## src/rtl/cfg_pkg.sv

```systemverilog
// Shared types and constants for the configuration byte deserialiser.
// The frame is a sync byte, Dim*Dim ten-byte words, then an XOR checksum.
package cfg_pkg;

    localparam int WORD_W         = 77;
    localparam int BYTES_PER_WORD = 10;
    localparam int LANE_W         = 4;
    localparam int PAD_W          = 8 * BYTES_PER_WORD - WORD_W;
    localparam int TOP_DATA_W     = 8 - PAD_W;

    localparam logic [7:0]        SYNC_BYTE = 8'hA5;
    localparam logic [LANE_W-1:0] LAST_LANE = LANE_W'(BYTES_PER_WORD - 1);

    typedef enum logic [2:0] {
        ST_IDLE,
        ST_LOAD,
        ST_HOLD,
        ST_CHECK,
        ST_DONE,
        ST_ERR
    } cfg_state_e;

    // The last byte of a word carries the pad bits in its upper PAD_W positions.
    function automatic logic pad_nonzero(input logic [7:0] top_byte);
        return |top_byte[7:TOP_DATA_W];
    endfunction

endpackage

```

## src/rtl/cfg_word_assembler.sv

```systemverilog
// Byte-lane word register and running XOR checksum, sequenced by the
// deserialiser FSM through clear/load enables.
module cfg_word_assembler
    import cfg_pkg::*;
(
    input  logic              clk_i,
    input  logic              rst_ni,
    input  logic              clear_i,
    input  logic              load_i,
    input  logic [LANE_W-1:0] lane_i,
    input  logic [7:0]        byte_i,
    output logic [WORD_W-1:0] word_o,
    output logic [7:0]        csum_o,
    output logic              pad_err_o
);

    logic [WORD_W-1:0] word_q, word_d;
    logic [7:0]        csum_q, csum_d;

    // NOTE: every variable written here gets a default first, so no latch is inferred.
    always_comb begin
        word_d = word_q;
        csum_d = csum_q;
        if (clear_i) begin
            csum_d = '0;
        end else if (load_i) begin
            csum_d = csum_q ^ byte_i;
            if (lane_i == LAST_LANE) begin
                word_d[WORD_W-1 -: TOP_DATA_W] = byte_i[TOP_DATA_W-1:0];
            end else begin
                word_d[{lane_i, 3'b000} +: 8] = byte_i;
            end
        end
    end

    // NOTE: the word register is reset (not left as uninitialised storage) because word_o must read zero after reset.
    always_ff @(posedge clk_i) begin
        if (!rst_ni) begin
            word_q <= '0;
            csum_q <= '0;
        end else begin
            word_q <= word_d;
            csum_q <= csum_d;
        end
    end

    assign word_o    = word_q;
    assign csum_o    = csum_q;
    assign pad_err_o = load_i && (lane_i == LAST_LANE) && pad_nonzero(byte_i);

endmodule

```

## src/rtl/cfg_byte_deser.sv

```systemverilog
// Configuration stream deserialiser: hunts for the sync byte, assembles
// Dim*Dim words with a valid/ready hand-off, then verifies the checksum.
module cfg_byte_deser
    import cfg_pkg::*;
#(
    parameter int         Dim      = 4,
    parameter logic [7:0] SyncByte = SYNC_BYTE
) (
    input  logic              clk_i,
    input  logic              rst_ni,
    input  logic [7:0]        byte_i,
    input  logic              byte_v_i,
    output logic              byte_r_o,
    output logic [WORD_W-1:0] word_o,
    output logic              word_v_o,
    input  logic              word_r_i,
    output logic              done_o,
    output logic              err_o
);

    localparam int                WORDS         = Dim * Dim;
    localparam int                WCNT_W        = $clog2(WORDS + 1);
    localparam logic [WCNT_W-1:0] LAST_WORD_CNT = WCNT_W'(WORDS);

    cfg_state_e        state_q, state_d;
    logic [LANE_W-1:0] byte_cnt_q, byte_cnt_d;
    logic [WCNT_W-1:0] word_cnt_q, word_cnt_d;
    logic [WCNT_W-1:0] word_cnt_inc;
    logic              word_v_q, word_v_d;
    logic              done_q, done_d;
    logic              err_q, err_d;

    logic              byte_fire;
    logic              asm_clear;
    logic              asm_load;
    logic [7:0]        csum;
    logic              pad_err;

    assign byte_r_o     = rst_ni && (state_q inside {ST_IDLE, ST_LOAD, ST_CHECK});
    assign byte_fire    = byte_v_i && byte_r_o;
    assign word_cnt_inc = word_cnt_q + 1'b1;

    cfg_word_assembler u_asm (
        .clk_i     (clk_i),
        .rst_ni    (rst_ni),
        .clear_i   (asm_clear),
        .load_i    (asm_load),
        .lane_i    (byte_cnt_q),
        .byte_i    (byte_i),
        .word_o    (word_o),
        .csum_o    (csum),
        .pad_err_o (pad_err)
    );

    // NOTE: next-state logic uses blocking assignments; the registers below use only non-blocking ones.
    always_comb begin
        state_d    = state_q;
        byte_cnt_d = byte_cnt_q;
        word_cnt_d = word_cnt_q;
        word_v_d   = word_v_q;
        done_d     = done_q;
        err_d      = err_q;
        asm_clear  = 1'b0;
        asm_load   = 1'b0;

        unique case (state_q)
            ST_IDLE: begin
                if (byte_fire && (byte_i == SyncByte)) begin
                    state_d    = ST_LOAD;
                    byte_cnt_d = '0;
                    word_cnt_d = '0;
                    asm_clear  = 1'b1;
                end
            end
            ST_LOAD: begin
                if (byte_fire) begin
                    asm_load = 1'b1;
                    if (byte_cnt_q == LAST_LANE) begin
                        state_d  = ST_HOLD;
                        word_v_d = 1'b1;
                        if (pad_err) begin
                            err_d = 1'b1;
                        end
                    end else begin
                        byte_cnt_d = byte_cnt_q + 1'b1;
                    end
                end
            end
            ST_HOLD: begin
                if (word_r_i) begin
                    word_v_d   = 1'b0;
                    word_cnt_d = word_cnt_inc;
                    if (word_cnt_inc == LAST_WORD_CNT) begin
                        state_d = ST_CHECK;
                    end else begin
                        state_d    = ST_LOAD;
                        byte_cnt_d = '0;
                    end
                end
            end
            ST_CHECK: begin
                // A pad error anywhere in the frame poisons it even if the checksum matches.
                if (byte_fire) begin
                    if ((byte_i == csum) && !err_q) begin
                        state_d = ST_DONE;
                        done_d  = 1'b1;
                    end else begin
                        state_d = ST_ERR;
                        err_d   = 1'b1;
                    end
                end
            end
            ST_DONE, ST_ERR: begin
                state_d = state_q;
            end
            default: begin
                state_d = ST_IDLE;
            end
        endcase
    end

    always_ff @(posedge clk_i) begin
        if (!rst_ni) begin
            state_q    <= ST_IDLE;
            byte_cnt_q <= '0;
            word_cnt_q <= '0;
            word_v_q   <= 1'b0;
            done_q     <= 1'b0;
            err_q      <= 1'b0;
        end else begin
            state_q    <= state_d;
            byte_cnt_q <= byte_cnt_d;
            word_cnt_q <= word_cnt_d;
            word_v_q   <= word_v_d;
            done_q     <= done_d;
            err_q      <= err_d;
        end
    end

    assign word_v_o = word_v_q;
    assign done_o   = done_q;
    assign err_o    = err_q;

endmodule

```

## config.mk

```make
export PLATFORM = sky130hd
export DESIGN_NAME = cfg_byte_deser
export DESIGN_NICKNAME = d
export VERILOG_FILES = /design/src/rtl/cfg_pkg.sv /design/src/rtl/cfg_word_assembler.sv /design/src/rtl/cfg_byte_deser.sv
export SDC_FILE = /design/constraint.sdc
export NUM_CORES = 1
export LEC_CHECK = 0
export BUFFER_PORTS_ARGS = -buffer_cell sky130_fd_sc_hd__buf_2
export CORE_UTILIZATION = 55
export CTS_BUF_LIST = sky130_fd_sc_hd__clkbuf_16
export CTS_CLUSTER_DIAMETER = 200
export CTS_CLUSTER_SIZE = 10
export DETAILED_ROUTE_END_ITERATION = 10
export HOLD_SLACK_MARGIN = 0.1
export PLACE_DENSITY_LB_ADDON = 0.05
export SETUP_SLACK_MARGIN = 0.02
export SLEW_MARGIN = 0
export SYNTH_ARGS = -nofsm -noshare
export SYNTH_HDL_FRONTEND = slang
export SYNTH_HIERARCHICAL = 1
export SYNTH_SLANG_ARGS = --single-unit
```

## constraint.sdc

```tcl
create_clock -name clk_i -period 3.25 [get_ports clk_i]
set_input_delay 0.325 -clock clk_i [delete_from_list [all_inputs] [get_ports clk_i]]
set_output_delay 0.325 -clock clk_i [all_outputs]
set_load 0.02 [all_outputs]
```

==> summary.md <==
| Metric | Value |
|---|---|
| Sequential share of the synthesized area | `0.425` |
| Final hold slack | `0.285 ns` |
| Setup TNS | `0 ns` |
| Hpwl dp | `7820 um` |
| Total track usage | `0.254` |
| PostCTS Resize Cnt | `0` |
| Total CTS buffers | `9` |
| Fraction of the mapped netlist area in adder cells | `0.0213` |
| DP Worst Slack | `0.400 ns` |
| Fmax | `351 MHz` |
| Xor/xnor cell area share of the yosys netlist | `0.0298` |
| Starting Density | `0.570` |
| Largest area contributor in the netlist | `dfxtp_1` |
| Synth warn | `6` |
| Worst path required time | `3.46 ns` |
| DRC viols | `0` |
| Synth async-reset ratio | `0` |
| Worst-Margin Slew | `0.812 ns` |
| R2R cell count | `8` |
| Most common cell after layout, fill and taps aside | `nand2_1` |
| Critical Path AT | `3.05 ns` |
| Crit Path Class | `flip-flop to flip-flop` |
| Main synth FF type | `dfxtp_1` |
| CORE AREA | `8260 um^2` |
| Via density | `5.64` |
| Share of layout cells above drive strength 1 | `0.229` |
| Worst-path clk slew | `0.07 ns` |
| Vias in the first global route | `3608` |
| Final Critical Period | `2.85 ns` |
| Root Buffer | `clkbuf_16` |
| Largest family of logic cells by synthesized area | `simple AND/OR/NAND/NOR gates` |
| Routability cong. | `0.886` |
| Worst hold path class | `input port to flip-flop` |
| Mux contribution to synthesized area | `0.155` |
| Period utilization | `0.876` |
| Area of the mapped netlist | `4710 um^2` |
| # rows | `33` |
| Max Buffers Root-to-Sink | `2` |
| Crit end category | `flip-flop` |
| Yosys cell types | `58` |
| Die W | `94.5 um` |
| Hold depth | `3` |
| Postcts setup bufs | `0` |
| Gr ovfl total | `0` |
| Mean routed wirelength per cell | `15.8 um` |
| Post-route setup slack | `0.403 ns` |
| Final setup fails | `0` |
| Initial antenna violation count | `0` |
| Slew Limit Headroom | `0.459` |
| Compound-Gate Fraction of Synth Area | `0.0787` |
| Pwr/cell area | `428 nW/um^2` |
| Sink Count | `100` |
| Clock Skews | `0.0119 ns` |
| Vias | `3964` |
| RSZ-0062 raised after global routing | `no` |
| Synthesized area per cell | `9.32 um^2` |
| Post-synth EDFFs | `0` |
| Fin util | `0.671` |
| Initial DRT Pass Iterations | `6` |
| Total Nets Final | `613` |
| Clock Latency Late Sink | `0.34 ns` |
| Diode count | `0` |
| Crit start category | `flip-flop` |
| First-pass GRT wire length | `17600 um` |
| Largest net degree at the start of global routing | `88` |
| Post-Syn Nets | `525` |
| Hold Buf Count CTS | `0` |
| CTS tree | `done` |
| Status | `finished clean` |
| Most frequent cells in the layout | `103 x nand2_1, 100 x dfxtp_1, 91 x buf_2, 73 x mux2i_1, 27 x nand3_1` |
| Routed Antenna Nets | `0` |
| H-tree Lvls | `3` |
| Slew Limit Fails | `0` |
| Final wirelength | `11100 um` |
| Max cap viols | `0` |
| VDD IR-drop max | `0.000326 V` |
| Iteration-0 DRC Markers | `124` |
| Crit Path Max Fanout | `11` |
| Synth area leaders | `dfxtp_1 43%, mux2i_1 16%, nand2_1 8.2%` |
| IO Pins | `93` |
| Die H | `94.5 um` |
| Mapped Cells | `505` |
| Simple-gate share of the synthesized area | `0.255` |
| IO buf count | `92` |
| DIE AREA | `8930 um^2` |
| Synth top area share | `0.425` |
| Post-synthesis register bit count | `100` |
| Final Hold Viols | `0` |
| Layout Area Growth over Synthesis | `17.7%` |
| Leakage | `2.74 nW` |
-- final timing paths --
| path | start | end | slack, ns |
|---|---|---|---|
| hold reg to reg | u_asm/word_o[10]$_SDFFE_PN0P_ | u_asm/word_o[10]$_SDFFE_PN0P_ | 0.46 |
| setup / recovery | state_q[2]$_SDFFE_PN0P_ | u_asm/word_o[37]$_SDFFE_PN0P_ | 0.40 |
| hold / removal | byte_v_i | state_q[2]$_SDFFE_PN0P_ | 0.28 |
| setup reg to reg | state_q[2]$_SDFFE_PN0P_ | u_asm/word_o[37]$_SDFFE_PN0P_ | 0.40 |
-- stage by stage --
step / instances / area, um^2 / total power, mW
3_3_place_gp: 687 / 5260 / 1.38
6_report: 703 / 5540 / 2.37
2_1_floorplan: 505 / 4710 / 1.32
5_1_grt: 703 / 5540 / 2.44
4_1_cts: 703 / 5540 / 2.38
3_5_place_dp: 687 / 5260 / 1.38
-- worst max-delay path, stage by stage (launching register included) --
cell and delay, ns:
dfxtp_1 0.42, nand2b_1 0.24, a211o_1 0.35, nor3_1 0.20
buf_4 0.19, nand2b_1 0.25, a21oi_2 0.38, nand3b_1 0.45
mux2i_1 0.23
-- synth_stat cells (3+ instances only) --
| master | instances |
|---|---|
| nand2_1 | 103 |
| dfxtp_1 | 100 |
| mux2i_1 | 73 |
| nand3_1 | 27 |
| nor2_1 | 20 |
| clkbuf_1 | 15 |
| nor2b_1 | 14 |
| buf_2 | 9 |
| nand2b_1 | 9 |
| xor2_1 | 9 |
| a21oi_1 | 8 |
| ha_1 | 8 |
| nand3b_1 | 8 |
| inv_1 | 7 |
| nor3_1 | 7 |
| xnor2_1 | 7 |
| o311ai_0 | 6 |
| nand4_1 | 5 |
| nand4b_1 | 5 |
| o21ai_0 | 5 |
| o21a_1 | 4 |
| a211o_1 | 3 |
| nor4_1 | 3 |
-- layout make-up --
| cell class | count | area, um^2 |
|---|---|---|
| sequential | 100 | 2000 |
| clock buffer | 9 | 225 |
| multi-input combinational | 370 | 2540 |
| inverter | 8 | 30.0 |
| fill | 702 | 2720 |
| clock inverter | 7 | 56.3 |
| tap | 105 | 131 |
| timing repair buffer | 104 | 553 |
-- routing by layer --
| metal | routed length [um] | global-route usage | up-vias |
|---|---|---|---|
| met3 | 590 | 0.0531 | 10 |
| met2 | 5190 | 0.416 | 115 |
| li1 | - | - | 1936 |
| met4 | 118 | 0.0884 | 0 |
| met5 | 0 | 0 | - |
| met1 | 5230 | 0.332 | 1903 |
-- cell families (layout without fill, tap and decap cells) --
group           Yosys count  in the layout
compound gates           45             45
xor+xnor                 16             16
fa+ha+maj                 8              8
buf+inv                  35            128
flops                   100            100
mux                      73             73
simple gates            228            228
-- report_power, final --
group	internal, mW	switching [mW]
registers	1.23	0.00704
clock network	0.532	0.489
logic	0.0327	0.0777
-- sequential cells by signal, indices dropped and copies added, names as in the netlist --
name	count
byte_cnt_q	4
err_o	1
u_asm/word_o	77
done_o	1
u_asm/csum_o	8
word_v_o	1
word_cnt_q	5
state_q	3
Note: power is estimated with default switching activity, not from simulation.
